==> config.mk <==
export PLATFORM = sky130hd
export DESIGN_NAME = fetcher_icache
export DESIGN_NICKNAME = d
export VERILOG_FILES = /design/src/rtl/fetcher_icache.sv
export SDC_FILE = /design/constraint.sdc
export NUM_CORES = 1
export LEC_CHECK = 0
export CORE_MARGIN = 5
export CORE_UTILIZATION = 62
export CTS_BUF_LIST = sky130_fd_sc_hd__clkbuf_4 sky130_fd_sc_hd__clkbuf_8
export CTS_CLUSTER_SIZE = 16
export DETAILED_ROUTE_END_ITERATION = 8
export PLACE_DENSITY = 0.87
export REMOVE_ABC_BUFFERS = 1
export SYNTH_ARGS = -nofsm -noshare
export SYNTH_HDL_FRONTEND = slang
export SYNTH_SLANG_ARGS = --single-unit
==> constraint.sdc <==
create_clock -name clk -period 7 [get_ports clk]
set_input_delay 1.4 -clock clk [delete_from_list [all_inputs] [get_ports clk]]
set_output_delay 1.4 -clock clk [all_outputs]
set_load 0.03 [all_outputs]
==> src/rtl/fetcher_icache.sv <==
// rtl/fetcher_icache.sv - instruction fetch stage with a direct-mapped instruction buffer
package gpu_pkg;
  typedef enum logic [2:0] {
    CORE_IDLE    = 3'd0,
    CORE_FETCH   = 3'd1,
    CORE_DECODE  = 3'd2,
    CORE_REQUEST = 3'd3,
    CORE_WAIT    = 3'd4,
    CORE_EXECUTE = 3'd5,
    CORE_UPDATE  = 3'd6,
    CORE_DONE    = 3'd7
  } core_state_t;
endpackage

module fetcher_icache #(
  parameter int PROGRAM_ADDR_BITS = 8,
  parameter int PROGRAM_DATA_BITS = 16,
  parameter int CACHE_LINES       = 4
) (
  input  logic                         clk,
  input  logic                         rst_n,
  input  logic                         enable,
  input  gpu_pkg::core_state_t         core_state,
  input  logic [PROGRAM_ADDR_BITS-1:0] current_pc,
  input  logic                         invalidate,
  output logic                         mem_read_valid,
  output logic [PROGRAM_ADDR_BITS-1:0] mem_read_address,
  input  logic                         mem_read_ready,
  input  logic [PROGRAM_DATA_BITS-1:0] mem_read_data,
  output logic [1:0]                   fetcher_state,
  output logic [PROGRAM_DATA_BITS-1:0] instruction
);
  localparam int INDEX_BITS = $clog2(CACHE_LINES);
  localparam int TAG_BITS   = PROGRAM_ADDR_BITS - INDEX_BITS;

  typedef enum logic [1:0] {
    S_IDLE     = 2'd0,
    S_FETCHING = 2'd1,
    S_FETCHED  = 2'd2
  } fetch_state_t;

  fetch_state_t state_q, state_d;

  logic [CACHE_LINES-1:0]       valid_q;
  logic [TAG_BITS-1:0]          tag_q  [CACHE_LINES];
  logic [PROGRAM_DATA_BITS-1:0] data_q [CACHE_LINES];

  logic [INDEX_BITS-1:0] lookup_idx, fill_idx;
  logic [TAG_BITS-1:0]   lookup_tag, fill_tag;
  logic                  start, hit, fill;

  assign lookup_idx = current_pc[INDEX_BITS-1:0];
  assign lookup_tag = current_pc[PROGRAM_ADDR_BITS-1:INDEX_BITS];
  // Fills index by the registered request address, never the live PC.
  assign fill_idx   = mem_read_address[INDEX_BITS-1:0];
  assign fill_tag   = mem_read_address[PROGRAM_ADDR_BITS-1:INDEX_BITS];

  assign start = enable && (core_state == gpu_pkg::CORE_FETCH);
  assign hit   = valid_q[lookup_idx] && (tag_q[lookup_idx] == lookup_tag) && !invalidate;
  assign fill  = (state_q == S_FETCHING) && mem_read_ready;

  assign fetcher_state = state_q;

  always_comb begin
    state_d = state_q;
    case (state_q)
      S_IDLE: begin
        if (start) state_d = hit ? S_FETCHED : S_FETCHING;
      end
      S_FETCHING: begin
        if (mem_read_ready) state_d = S_FETCHED;
      end
      S_FETCHED: begin
        if (core_state == gpu_pkg::CORE_DECODE) state_d = S_IDLE;
      end
      default: state_d = S_IDLE;
    endcase
  end

  always_ff @(posedge clk or negedge rst_n) begin
    if (!rst_n) begin
      state_q          <= S_IDLE;
      mem_read_valid   <= 1'b0;
      mem_read_address <= '0;
      instruction      <= '0;
      valid_q          <= '0;
    end else begin
      state_q <= state_d;
      if ((state_q == S_IDLE) && start) begin
        if (hit) begin
          instruction <= data_q[lookup_idx];
        end else begin
          mem_read_valid   <= 1'b1;
          mem_read_address <= current_pc;
        end
      end
      if (fill) begin
        mem_read_valid <= 1'b0;
        instruction    <= mem_read_data;
      end
      // Invalidate beats a coincident fill: the word is delivered but not kept.
      if (invalidate) valid_q <= '0;
      else if (fill) valid_q[fill_idx] <= 1'b1;
    end
  end

  always_ff @(posedge clk) begin
    if (fill) begin
      tag_q[fill_idx]  <= fill_tag;
      data_q[fill_idx] <= mem_read_data;
    end
  end
endmodule

# After elaboration in Yosys (flattened, before gate mapping)
# Memories as Yosys holds them, arrays and structs flattened.
# Index checks and enable logic that the tools add are counted.
[classes]
order_cmp = 3
n_mux = 19
n_reduce_logical = 15
bitwise = 2
eq_ne = 9
[op_table]
columns = ["operator", "n"]
rows = [
  ["$mux W16", 3],
  ["$mux W2", 4],
  ["$mux W4", 2],
  ["$mux W1", 7],
  ["$eq A6 B6 Y1", 1],
  ["$logic_and A1 B1 Y1", 6],
  ["$lt A2 B3 Y1 const B", 2],
  ["$ne A2 B2 Y1 const B", 3],
  ["$pmux W2 S3", 1],
  ["$reduce_and A2 Y1", 3],
  ["$reduce_bool A2 Y1", 3],
  ["$or A4 B4 Y4", 1],
  ["$eq A3 B1 Y1 const B", 1],
  ["$eq A3 B2 Y1 const B", 1],
  ["$reduce_and A3 Y1", 1],
  ["$bmux W1 S2", 1],
  ["$demux W1 S2", 1],
  ["$eq A2 B1 Y1 const B", 1],
  ["$eq A2 B2 Y1 const B", 1],
  ["$ge A2 B1 Y1 const B", 1],
  ["$logic_not A2 Y1", 1],
  ["$ne A2 B1 Y1 const B", 1],
  ["$logic_not A1 Y1", 1],
  ["$not A1 Y1", 1],
]
[totals]
output_inout_bits = 27
word_cells = 55
register_bits = 31
input_bits = 32
ram_bits = 88
memories = 2
[memory_table]
columns = ["name", "words", "word_bits", "read_ports", "rd_ports_with_merged_regs", "write_ports", "line_no", "rtl"]
rows = [
  ["data_q", 4, 16, 1, 0, 1, "46", "logic [PROGRAM_DATA_BITS-1:0] data_q [CACHE_LINES];"],
  ["tag_q", 4, 6, 1, 0, 1, "45", "logic [TAG_BITS-1:0] tag_q [CACHE_LINES];"],
]

# Depth between registers and ports, before layout
# Gate-level depths: netlist (run 1).
[depth]
ltp_word = 7
ltp_mapped = 9

# Least setup slack after synthesis (run 1)
# OpenSTA, ideal clock, no wires.
[synth_timing]
path_kind = "input-to-reg"
from = "input port mem_read_ready"
to = "memory data_q[2][0] (enable)"
setup_slack_ns = 2.958
setup_ns = 0.436
t_arrival_ns = 3.605
stages = 4
path_cell_list = "inv_1 or2_2 clkbuf_8 nor3b_1"
[synth_between]
elab_chain_len = 3
[synth_lines]
columns = ["item", "line_no", "rtl"]
rows = [
  ["start, declared", "28", "input logic mem_read_ready,"],
  ["$logic_and A1 B1 Y1", "60", "assign fill = (state_q == S_FETCHING) && mem_read_ready;"],
  ["$mux W1", "108", "if (fill) begin"],
  ["$mux W1 (not written as such)", "110", "data_q[fill_idx] <= mem_read_data;"],
  ["end, declared", "46", ""],
]
# Every way passes these cells.

# Worst setup path after layout (run 1)
[layout_timing]
from = "input port mem_read_ready"
to = "memory data_q[2][7] (enable)"
# Same word-level chain as after synthesis.

==> results of run 1 <==
==> through the flow <==
stage / hold slack [ps] / cells / power, uW / setup WS [ps]
2_1_floorplan: 461 / 273 / 1140 / 2850
3_3_place_gp: 477 / 440 / 1340 / 2810
3_5_place_dp: 494 / 440 / 1360 / 2670
4_1_cts: 508 / 472 / 1900 / 3100
5_1_grt: 521 / 472 / 1970 / 2990
6_report: 508 / 472 / 1890 / 3100
==> flip-flops by register name, summed over array words and instances (netlist names) <==
signal	count
mem_read_address	8
mem_read_valid	1
valid_q	4
fetcher_state	2
instruction	16
data_q	64
tag_q	24
==> worst max-delay path: cells and delay by family <==
family / cells / cell delay (ps)
buf+inv: 3 / 960
simple gates: 2 / 1630
==> power by group <==
part | internal [uW] | total, uW | switching [uW]
Sequential | 849 | 914 | 65.6
Combinational | 186 | 430 | 244
Clock | 290 | 543 | 253
Total | 1320 | 1890 | 563
==> routing by layer <==
layer	track usage (%)	share of wire, %
met1	29.2	39
met2	35.5	51
met3	6.30	7.6
met4	9.45	2.0
met5	0	0
==> cell type report <==
type,count,area [um2]
tap,102,128
sequential,119,3420
clock inverter,11,83.8
multi-input combinational,152,1330
fill,446,1830
clock buffer,21,264
inverter,2,7.51
timing repair buffer,65,628
==> path summary, 6_finish.rpt <==
check	from	cells past startpoint	to
max	mem_read_ready	5	data_q[2][7]
min	valid_q[0]	2	valid_q[0]
max reg2reg	fetcher_state[1]	4	data_q[2][7]
min reg2reg	valid_q[0]	2	valid_q[0]
max in group asynchronous	rst_n	2	instruction[13]
min in group asynchronous	rst_n	2	mem_read_address[2]
==> cells by family (layout without fill, tap and decap cells) <==
group | count (synthesis) | after routing | share of synthesized area, %
compound gates | 23 | 23 | 3.55
mux | 33 | 33 | 12.4
flops | 119 | 119 | 69.9
simple gates | 88 | 88 | 8.77
xor+xnor | 8 | 8 | 2.12
buf+inv | 18 | 99 | 3.27
==> synth_stat cells (2+ instances only) <==
library cell,instances
a31oi_1,15
nand3b_1,2
buf_6,3
xnor2_2,2
nand2_1,18
and3_1,2
xor2_1,2
edfxtp_1,88
mux2_2,8
mux2i_1,4
clkbuf_1,4
nand3_1,19
xnor2_1,3
dfrtp_1,31
clkbuf_8,6
or3_1,15
mux4_2,20
inv_1,2
nor2_1,24
==> reports/summary.txt, run 1 <==
Clk Latency, worst-skew pair: 420 ps
remaining global-route overflow: 0
syn avg cell area: 16.9 um2
minimum clock period: 3900 ps
fin crit share: 55.7%
Finish-stage setup viols: 0
post-synth top area share: 54.0%
post-route cell area: 5860 um2
CTS tree: done
DP Area: 5510 um2
crit path cell chain: clkdlybuf4s50_1 > inv_1 > or2_2 > nor3b_2 > buf_4
P&R area growth vs syn: 19.7%
gp weighted congestion: 0.756
ys async rst share: 26.1%
Leak: 0.00207 uW
Avg WL per Cell: 21.7 um
H-tree levels: 4
std cell rows: 32
largest stage delay on the critical path: 1070 ps
initial antenna violation count: 0
Hold/Removal Path Class: flip-flop to flip-flop
clock-pin slew on the worst setup and hold paths: 60 ps
Critical-path top delay cell: nor3b_2
Synth warnings: 0
peak supply drop: 0.194 mV
Max Slew Vio Count: 0
first-pass GRT wire length: 16300 um
post-synthesis sequential area ratio: 69.9%
PD cells: 322 nW/um2
Synth area leaders: edfxtp_1 54%, dfrtp_1 16%, mux4_2 9.2%
Routed Wire Length: 10200 um
unrepaired setup endpoints after global routing: false
Cells after Synth: 289
Worst EP required: 7110 ps
die width: 98.8 um
DR DRC count: 0
worst reg2reg setup slack: 4050 ps
Port Buffers: 58
CP max FO: 35
Unique masters post-synth: 40
largest net degree at the start of global routing: 36
die height: 98.8 um
vias in the first global route: 3083
Bufs on Longest Clock Path: 2
Clock Skews: 7.48 ps
achievable frequency: 257 MHz
Worst Tran Pin Value: 1220 ps
Critical Path Source Type: input pin
die area: 9770 um2
Post-CTS Setup Bufs: 0
crit end category: flip-flop
Yosys reg bits: 119
Pre-antenna DRT Iters: 5
Most used DFF post-synth: edfxtp_1
NumNets Final: 389
Final ANT Viol Nets: 0
synthesized area: 4890 um2
Crit Path Class: input pin to flip-flop
Worst EP arrival: 4000 ps
GRT Total Usage: 22.4%
vias: 2931
CTS resizes: 0
routed vias/inst: 6.21
leading area contributor after synthesis: edfxtp_1
commonest non-fill, non-tap cell in the layout: edfxtp_1
clock sinks: 119
IO Count: 59
max_cap viols: 0
commonest non-fill, non-tap cells in the layout: 88 x edfxtp_1, 57 x clkdlybuf4s50_1, 31 x dfrtp_1, 23 x nor2_1, 20 x mux4_2
initial core utilization: 63.6%
Hold-fix buffers, CTS: 0
max_slew headroom: 18.1%
Iteration-0 DRC Markers: 276
dpl hpwl: 6480 um
share of cells above drive strength 1: 21.4%
final core occ: 76.2%
root buf cell: clkbuf_8
number of synthesized flops with an enable pin: 88
final setup TNS: 0 ps
core outline area: 7690 um2
cts bufs inserted: 17
ant diodes: 0
status: completed
Hold Vio Cnt, Final: 0
No activity file was read; power rests on OpenSTA's default activity.
==> inputs of run 2 (changes only) <==
--- a/config.mk
+++ b/config.mk
@@ -6,11 +6,11 @@
 export NUM_CORES = 1
 export LEC_CHECK = 0
 export CORE_MARGIN = 5
-export CORE_UTILIZATION = 62
+export CORE_UTILIZATION = 57
 export CTS_BUF_LIST = sky130_fd_sc_hd__clkbuf_4 sky130_fd_sc_hd__clkbuf_8
 export CTS_CLUSTER_SIZE = 16
 export DETAILED_ROUTE_END_ITERATION = 8
-export PLACE_DENSITY = 0.87
+export PLACE_DENSITY = 0.81
 export REMOVE_ABC_BUFFERS = 1
 export SYNTH_ARGS = -nofsm -noshare
 export SYNTH_HDL_FRONTEND = slang
==> constraint.sdc (replaced) <==
create_clock -name clk -period 3.6 [get_ports clk]
set_input_delay 0.72 -clock clk [delete_from_list [all_inputs] [get_ports clk]]
set_output_delay 0.72 -clock clk [all_outputs]
set_load 0.03 [all_outputs]
==> reports/summary.txt, run 2 (synthesis gave the netlist of run 1 again) <==
status: completed (unchanged)
Avg WL per Cell: 21.1 um (was 21.7 um)
Hold/Removal Path Class: flip-flop to flip-flop (unchanged)
initial core utilization: 58.9% (was 63.6%)
Largest Register: data_q (unchanged)
ant diodes: 0 (unchanged)
cts bufs inserted: 17 (unchanged)
Worst Tran Pin Value: 680 ps (was 1220 ps)
clock sinks: 119 (unchanged)
Worst EP arrival: 3070 ps (was 4000 ps)
first-pass GRT wire length: 16000 um (was 16300 um)
PD cells: 648 nW/um2 (was 322 nW/um2)
vias in the first global route: 2980 (was 3083)
Bufs on Longest Clock Path: 2 (unchanged)
Hold Path Stages: 2 (unchanged)
Crit path max-delay family: compound AO/OA/AOI/OAI gates (was simple AND/OR/NAND/NOR gates)
DR DRC count: 0 (unchanged)
GRT Total Usage: 21.1% (was 22.4%)
Leak: 0.00212 uW (was 0.00207 uW)
gp weighted congestion: 0.824 (was 0.756)
die area: 10500 um2 (was 9770 um2)
die height: 103 um (was 98.8 um)
Port Buffers: 58 (unchanged)
NumNets Final: 396 (was 389)
largest stage delay on the critical path: 670 ps (was 1070 ps)
commonest non-fill, non-tap cells in the layout: 88 x edfxtp_1, 57 x clkdlybuf4s50_1, 31 x dfrtp_1, 23 x nor2_1, 20 x mux4_2 (unchanged)
Crit. path cell count: 7 (was 5)
Final ANT Viol Nets: 0 (unchanged)
minimum clock period: 2760 ps
Critical-path top delay cell: clkdlybuf4s50_1 (was nor3b_2)
r2r worst-path depth: 6 (was 4)
P&R area growth vs syn: 22.7% (was 19.7%)
commonest non-fill, non-tap cell in the layout: edfxtp_1 (unchanged)
Crit Path Class: input pin to flip-flop (unchanged)
fin crit share: 76.8%
Hold-fix buffers, CTS: 0 (unchanged)
vias: 2829 (was 2931)
unrepaired setup endpoints after global routing: false (unchanged)
Top Registers: data_q x64, tag_q x24, instruction x16 (unchanged)
Hold Vio Cnt, Final: 0 (unchanged)
max FFs per register: 64 (unchanged)
Clock Skews: 7.48 ps (about the same)
Max Slew Vio Count: 0 (unchanged)
largest net degree at the start of global routing: 36 (unchanged)
Pre-antenna DRT Iters: 4 (was 5)
die width: 103 um (was 98.8 um)
max_slew headroom: 54.7% (was 18.1%)
routed vias/inst: 5.87 (was 6.21)
crit path cell chain: clkdlybuf4s50_1 > mux4_2 > xnor2_1 > nand3b_1 > a2111o_2 > and2_0 > o22a_1 (was clkdlybuf4s50_1 > inv_1 > or2_2 > nor3b_2 > buf_4)
Routed Wire Length: 10200 um (about the same)
Finish-stage setup viols: 0 (unchanged)
final core occ: 72.4% (was 76.2%)
IO Count: 59 (unchanged)
final setup TNS: 0 ps (unchanged)
achievable frequency: 362 MHz
initial antenna violation count: 0 (unchanged)
Critical Path Source Type: input pin (unchanged)
CTS resizes: 0 (unchanged)
H-tree levels: 4 (unchanged)
peak supply drop: 0.612 mV (was 0.194 mV)
Iteration-0 DRC Markers: 243 (was 276)
Post-CTS Setup Bufs: 0 (unchanged)
Worst EP required: 3900 ps (was 7110 ps)
Bufs and invs on worst path: 1 (was 3)
share of cells above drive strength 1: 22.8% (was 21.4%)
CP max FO: 17 (was 35)
Clk Latency, worst-skew pair: 420 ps (about the same)
dpl hpwl: 6480 um (about the same)
root buf cell: clkbuf_8 (unchanged)
std cell rows: 33 (was 32)
crit end category: flip-flop (unchanged)
CTS tree: done (unchanged)
max_cap viols: 0 (unchanged)
remaining global-route overflow: 0 (unchanged)
core outline area: 8300 um2 (was 7690 um2)
clock-pin slew on the worst setup and hold paths: 70 ps (was 60 ps)
run 2: cell types whose count changed in the layout (fill, tap and decap cells not counted), sizes merged:
| cell | delta |
|---|---|
| inv | +1 |
| buf | +7 |
| clkinv | -6 |
| bufinv | +3 |
| clkinvlp | +4 |
| clkbuf | -2 |
run 2: cell type report:
class / count / area [um2]
clock buffer: 19 / 249
inverter: 2 / 7.51
timing repair buffer: 72 / 693
tap: 105 / 131
multi-input combinational: 152 / 1330
clock inverter: 13 / 179
sequential: 119 / 3420
fill: 513 / 2290
run 2: worst paths after layout:
path / startpoint / slack [ps] / endpoint
min reg2reg: valid_q[1] / 510 / valid_q[1]
max in group asynchronous: rst_n / 2580 / instruction[0]
min: valid_q[1] / 510 / valid_q[1]
min in group asynchronous: rst_n / 690 / mem_read_address[2]
max: current_pc[1] / 840 / instruction[8]
max reg2reg: tag_q[1][2] / 1320 / instruction[8]
run 2: layer usage:
layer  track usage (%)  vias to the layer above  routed length, um
met4              4.64                        0                 69
met3              7.17                        8                886
met2              33.6                      135               4910
met5                 0                        -                  0
met1              28.7                     1420               4300
li1                  -                     1266                  -
run 2: where the power goes:
part | internal [uW] | switching, uW
Clock | 765 | 514
Sequential | 1650 | 127
Combinational | 369 | 470
run 2: worst min-delay path, delay by kind of cell, from the launching register on:
kind	cells	cell delay (ps)
flops	1	350
simple gates	2	120
run 2: through the flow:
| stage | hold WS, ps | worst slack (ps) | power (uW) | instances | area [um2] |
|---|---|---|---|---|---|
| global route | 533 | 740 | 4050 | 482 | 6000 |
| floorplan | 424 | 130 | 2210 | 273 | 4740 |
| detailed placement | 485 | 434 | 2640 | 450 | 5580 |
| CTS | 501 | 871 | 3920 | 482 | 6000 |
| global placement | 485 | 467 | 2620 | 450 | 5580 |
| finish | 510 | 837 | 3890 | 482 | 6000 |
